File: src/rtl/shift_add_mult.sv
// Sequential unsigned shift-add multiplier: one add/shift step per clock, WIDTH steps per operation.
// Start accepted at E0 -> done pulses after E(WIDTH+1); start is ignored while an operation is in flight.
module shift_add_mult #(
  parameter int WIDTH = 8
) (
  input  logic               clk,
  input  logic               reset_n,
  input  logic               start,
  input  logic [WIDTH-1:0]   multiplicand,
  input  logic [WIDTH-1:0]   multiplier,
  output logic [2*WIDTH-1:0] product,
  output logic               busy,
  output logic               done
);

  localparam int CW = $clog2(WIDTH + 1);

  typedef enum logic [1:0] {
    IDLE = 2'd0,
    RUN  = 2'd1,
    DONE = 2'd2
  } state_t;

  state_t               r_state;
  logic [WIDTH-1:0]     r_mcand;
  logic [WIDTH-1:0]     r_mplr;
  logic [2*WIDTH-1:0]   r_acc;
  logic [2*WIDTH-1:0]   r_product;
  logic [CW-1:0]        r_cnt;
  logic                 r_busy;
  logic                 r_done;

  logic [WIDTH:0]       w_addend;
  logic [WIDTH:0]       w_sum;
  logic [2*WIDTH-1:0]   w_acc_next;
  logic                 w_last;

  // The carry out of the upper-half add becomes the new MSB as the pair shifts right.
  always_comb begin
    w_addend   = r_mplr[0] ? {1'b0, r_mcand} : '0;
    w_sum      = {1'b0, r_acc[2*WIDTH-1:WIDTH]} + w_addend;
    w_acc_next = {w_sum, r_acc[WIDTH-1:1]};
  end

  assign w_last = (r_cnt == CW'(WIDTH - 1));

  // busy/done are registered from the state, so they trail it by one cycle.
  always_ff @(posedge clk or negedge reset_n) begin
    if (!reset_n) begin
      r_state   <= IDLE;
      r_mcand   <= '0;
      r_mplr    <= '0;
      r_acc     <= '0;
      r_product <= '0;
      r_cnt     <= '0;
      r_busy    <= 1'b0;
      r_done    <= 1'b0;
    end else begin
      r_busy <= (r_state == RUN);
      r_done <= (r_state == DONE);
      case (r_state)
        IDLE: begin
          if (start) begin
            r_mcand <= multiplicand;
            r_mplr  <= multiplier;
            r_acc   <= '0;
            r_cnt   <= '0;
            r_state <= RUN;
          end
        end
        RUN: begin
          r_acc  <= w_acc_next;
          r_mplr <= r_mplr >> 1;
          r_cnt  <= r_cnt + CW'(1);
          if (w_last) begin
            r_product <= w_acc_next;
            r_state   <= DONE;
          end
        end
        DONE: begin
          r_state <= IDLE;
        end
        default: begin
          r_state <= IDLE;
        end
      endcase
    end
  end

  assign product = r_product;
  assign busy    = r_busy;
  assign done    = r_done;

endmodule
File: config.mk
export PLATFORM = sky130hd
export DESIGN_NAME = shift_add_mult
export DESIGN_NICKNAME = d
export VERILOG_FILES = /design/src/rtl/shift_add_mult.sv
export SDC_FILE = /design/constraint.sdc
export NUM_CORES = 1
export LEC_CHECK = 0
export CORE_ASPECT_RATIO = 1.2
export CORE_MARGIN = 3
export CORE_UTILIZATION = 54
export DETAILED_ROUTE_END_ITERATION = 10
export GPL_TIMING_DRIVEN = 0
export HOLD_SLACK_MARGIN = 0.02
export PLACE_DENSITY = 0.79
export SYNTH_ARGS = -nofsm -noshare
export SYNTH_HDL_FRONTEND = slang
export SYNTH_SLANG_ARGS = --single-unit
File: constraint.sdc
create_clock -name clk -period 2.7 [get_ports clk]
set_input_delay 0.27 -clock clk [delete_from_list [all_inputs] [get_ports clk]]
set_output_delay 0.27 -clock clk [all_outputs]
set_load 0.005 [all_outputs]
---- Yosys cells after proc, flatten, opt, wreduce, memory -nomap -nowiden ----
Index checks and enable logic that the tools add are counted.
cells by class
  eq/ne operators ......................... 5
  muxes and demuxes ....................... 10
  reduce and logical (&&, ||, !) cells .... 6
  add/subtract/negate cells ............... 2
operators by type and width
  cell                                           count
  one-hot mux 16 bit (2 select lines)            1
  two-way mux 16 bit                             1
  two-way mux 8 bit                              2
  one-hot mux 8 bit (2 select lines)             1
  adder 8 x 8 -> 9 bit                           1
  one-hot mux 4 bit (2 select lines)             1
  AND reduction 2 bit                            4
  adder 4 x 1 -> 4 bit, second input constant    1
  == test 4 x 3 -> 1 bit, second input constant  1
  two-way mux 2 bit                              2
  two-way mux 4 bit                              1
  inequality test 2 bit, second input constant   2
  one-hot mux 2 bit (2 select lines)             1
  == test 2 x 1 -> 1 bit, second input constant  1
  == test 2 bit, second input constant           1
  logical NOT 2 bit                              1
  nonzero test 2 bit                             1
word-level totals
  output and inout bits ................... 18
  flip-flop bits (word level) ............. 56
  logic and storage cells ................. 31
  input port bits ......................... 19

---- Depth between registers and ports, before layout ----
  word-level depth ........................ 3
  mapped depth ............................ 8
  depth with buffers taken out ............ 7

---- Worst setup path after synthesis ----
No wires, ideal clock.
  path kind ............................... reg2reg
  from .................................... reg r_mplr[0]
  to ...................................... reg r_product[13] (netlist: product[13])
  path slack .............................. 0.544 ns
  clock period less this slack ............ 2.156 ns
  path buffers ............................ 0
  arrival ................................. 2.045 ns
  library setup time ...................... 0.110 ns
  data required time ...................... 2.590 ns
  stages on the path, launching flop included .. 8
  cell sequence ........................... dfrtp_1 > and2_1 > ha_1 > fa_1 > a211oi_1 > o21ai_0 > and2_1 > o41ai_1
on the way
  cells in the longest elaborated chain, start to end .. 2
ends and longest elaborated chain
  element                 RTL line  RTL
  start, declared         26        logic [WIDTH-1:0] r_mplr;
  start signal, assigned  65        r_mplr <= multiplier;
  start signal, assigned  73        r_mplr <= r_mplr >> 1;
  two-way mux 8 bit       40        w_addend = r_mplr[0] ? {1'b0, r_mcand} : '0;
  adder 8 x 8 -> 9 bit    41        w_sum = {1'b0, r_acc[2*WIDTH-1:WIDTH]} + w_addend;
  end signal, assigned    76        r_product <= w_acc_next;
  end, declared           28        logic [2*WIDTH-1:0] r_product;
No other way between the ends.
A chain may end at the register's enable or synchronous reset.

---- Worst setup path after layout ----
Ends and elaborated chain as after synthesis.

==> summary.md <==
| Metric | Value |
|---|---|
| Crit-path max cell delay | approximately 0.47 ns |
| Crit end category | flop |
| Largest net degree at the start of global routing | 42 |
| Vias in the first global route | about 1.8k |
| Avg Cell Area, Syn | 10.9 µm² |
| CTS root buf | clkbuf_8 |
| Peak supply drop | ~0.57 mV |
| Die extent in y | around 81 µm |
| Routed WL | 4680 µm |
| Syn Std Cell Area | between 0.002 and 0.003 mm² |
| Inserted Diodes | 0 |
| Deepest clock path buffer count | 2 |
| Die Width | around 69 µm |
| Synth Instances | around 230 |
| Relative slew slack | 0.666 |
| Overall Power | approximately 2.9 mW |
| Required time of the critical path | roughly 2.9 ns |
| Async set-reset flop share out of synthesis | 1.00 |
| Synthesized flop and latch total | 55 |
| Final Cell Area | 0.00309 mm² |
| Yosys warning count | 0 |
| Synth top area share | 0.542 |
| Initial antenna violation count | 0 |
| Switching part of the total power | 0.338 |
| Register area share after synthesis | 0.542 |
| # fillers | about 340 |
| GRT Total Usage | 0.203 |
| Final nets | about 300 |
| Max Freq | 412 MHz |
| Period Utilization, post-route | 0.899 |
| Seq pwr share | 0.455 |
| Pin slew with the least headroom to its limit | 0.502 ns |
| DP Wirelength | roughly 3400 µm |
| Net Switching | between 0.9 and 1 mW |
| DRC errors left | 0 |
| CP Max Fanout | 9 |
| Layout area overhead | 21.6% |
| Crit-path cells | and2_1 > ha_1 > fa_1 > a211oi_1 > o21ai_0 > and2_1 > o41ai_1 |
| Slowest cell on crit path | dfrtp_1 |
| DRT iter0 DRCs | between 100 and 150 |
| IO Port Bufs | 36 |
| GP Congestion | just under 0.9 |
| Post-DRT Antenna Nets | 0 |
| Post-cts resize count | 0 |
| Worst Skew | between 0.01 and 0.015 ns |
| Max-slew violation count | 0 |
| Fraction of layout cells with a size suffix above 1 | 0.100 |
| IO Count | 37 |
| Unique masters post-synth | around 40 |
| Vias per std cell | 5.56 |
| Top cell family by delay on the critical path | compound AO/OA/AOI/OAI gates |
| First-pass GRT wire length | 8400 µm |
| Mapped Nets | 262 |
| Num CTS Buffers | 5 |
| Min cycle time layout | 2.43 ns |
| CTS tree | built |
| Max_cap viols | 0 |
| Area contributors post-synth | dfrtp_1, nand2_1, ha_1 |
| Final Hold Viols | 0 |
| DRT Pass-1 Iters | 4 |
| Leakage | 1.43 nW |
| # rows | 26 |
| Critical Path Start Type | flop |
| Clock sinks | 55 |
| DP Area | slightly below 0.003 mm² |
| CP Buf/Inv Count | 0 |
| Vias | 1,863 |
| Most frequent CP cell | and2_1 |
| Power Density | slightly above 900 mW/mm² |
| H-tree Lvls | 2 |
| Clk slew on worst S/H paths | roughly 0.1 ns |
| Post-CTS setup buffers | 0 |
| Die Area | 0.00556 mm² |
| Initial Utilization | 0.578 |
| Result of the run | complete, no violations |
| Crit path kind | flop to flop |
| Post-synth EDFFs | 0 |
| GR Overflow Total | 0 |
| Setup-failing EPs final | 0 |
| Post-synth top area cell | dfrtp_1 |
| CTS hold repair buffers | 1 |
| Worst Path Arrival | ~2.6 ns |
| Clock Latency Late Sink | 0.32 ns |
| Core footprint | 0.00439 mm² |
| Comb pwr share | 0.380 |
| Synth Flop Type | dfrtp_1 |
| Power share of the clock group | 0.165 |
| Worst hold path class | input pin to async pin |
| RSZ-0062 raised after global routing | no |
| P_int | approximately 1.9 mW |
| Post-DR wirelength/cell | 14.0 µm |
flip-flops by register name, summed over array words and instances (netlist names):
name / flops
r_mplr: 8
r_state: 2
r_mcand: 8
product: 16
r_cnt: 4
busy: 1
done: 1
r_acc: 15
power by group through the flow:
stage / logic (mW) / registers [mW] / clock network (mW)
after floorplan: 0.707 / 1.29 / 0
after global placement: 1.07 / 1.32 / 0
after detailed placement: 1.09 / 1.33 / 0
after CTS: 1.10 / 1.31 / 0.486
after global routing: 1.24 / 1.36 / 0.523
final: 1.09 / 1.31 / 0.474
layer usage:
layer / part of all wire / track usage / vias to the layer above
li1: - / - / 920
met1: 0.49 / 0.296 / 889
met2: 0.45 / 0.293 / 46
met3: 0.038 / 0.0332 / 8
met4: 0.021 / 0.0954 / 0
met5: 0 / 0 / -
metrics by stage:
step                      setup TNS, ns  cells  hold slack (ns)  setup WS (ns)   util
final                                 0    335            0.386          0.273  0.703
after floorplan                       0    233          -0.0256          0.544      -
after detailed placement              0    326            0.204          0.313  0.679
after global placement           -15.95    325            0.456         -0.292  0.676
after global routing                  0    335            0.437         0.0809  0.703
after CTS                             0    335            0.389          0.255  0.703
worst register-to-register path, stage by stage (launching register included):
cell      delay (ns)
dfrtp_1         0.47
and2_1          0.19
ha_1            0.22
fa_1            0.43
a211oi_1        0.31
o21ai_0         0.17
and2_1          0.18
o41ai_1         0.35
synth_stat cells (3+ instances only):
| master | number |
|---|---|
| a21o_1 | 3 |
| a22o_1 | 12 |
| and2_1 | 10 |
| a21oi_1 | 10 |
| a211oi_1 | 3 |
| mux2_2 | 10 |
| nor2b_1 | 8 |
| clkbuf_1 | 6 |
| ha_1 | 9 |
| dfrtp_1 | 55 |
| a22oi_1 | 7 |
| nand2_1 | 38 |
| o21ai_0 | 19 |
| nand3b_1 | 3 |
| nor2_1 | 8 |
cells by family after synthesis:
kind of cell	Yosys count	synth area share
buf+inv	12	0.0232
compound gates	64	0.172
mux	11	0.0483
flops	55	0.542
simple gates	79	0.155
xor+xnor	2	0.00690
fa+ha+maj	10	0.0523
worst paths after layout:
path / from / slack, ns / to / depth (start not counted)
max in group asynchronous: reset_n / 1.80 / r_acc[8]$_DFFE_PN0P_ / 3
hold reg to reg: product[6]$_DFFE_PN0P_ / 0.48 / product[6]$_DFFE_PN0P_ / 2
setup reg to reg: r_mplr[0]$_DFFE_PN0P_ / 0.27 / product[13]$_DFFE_PN0P_ / 7
setup / recovery: r_mplr[0]$_DFFE_PN0P_ / 0.27 / product[13]$_DFFE_PN0P_ / 7
hold / removal: reset_n / 0.39 / r_mcand[2]$_DFFE_PN0P_ / 2
min in group clk: product[6]$_DFFE_PN0P_ / 0.48 / product[6]$_DFFE_PN0P_ / 2
cells in the final DEF, fill, tap and decap left out, types with 3 or more instances in the layout:
master           instances
buf_2                    3
clkbuf_1                 6
o21ai_0                 19
mux2_2                  10
nand2_1                 38
a211oi_1                 3
dfrtp_1                 55
and2_1                  10
nor2_1                   8
clkdlybuf4s50_1         35
a21o_1                   3
a22oi_1                  7
nor2b_1                  8
a21oi_1                 10
clkbuf_8                 5
ha_1                     9
nand3b_1                 3
a22o_1                  12
cell type report:
type	instances	area, µm²	share of cell area
Sequential cell	55	1380	0.446
Clock buffer	5	68.8	0.0223
Multi-Input combinational cell	166	1100	0.357
Timing Repair Buffer	38	385	0.125
Buffer	10	51.3	0.0166
Inverter	2	7.51	0.00243
Tap cell	56	70.1	0.0227
Clock inverter	3	25.0	0.00811
No activity file was read; power rests on OpenSTA's default activity.
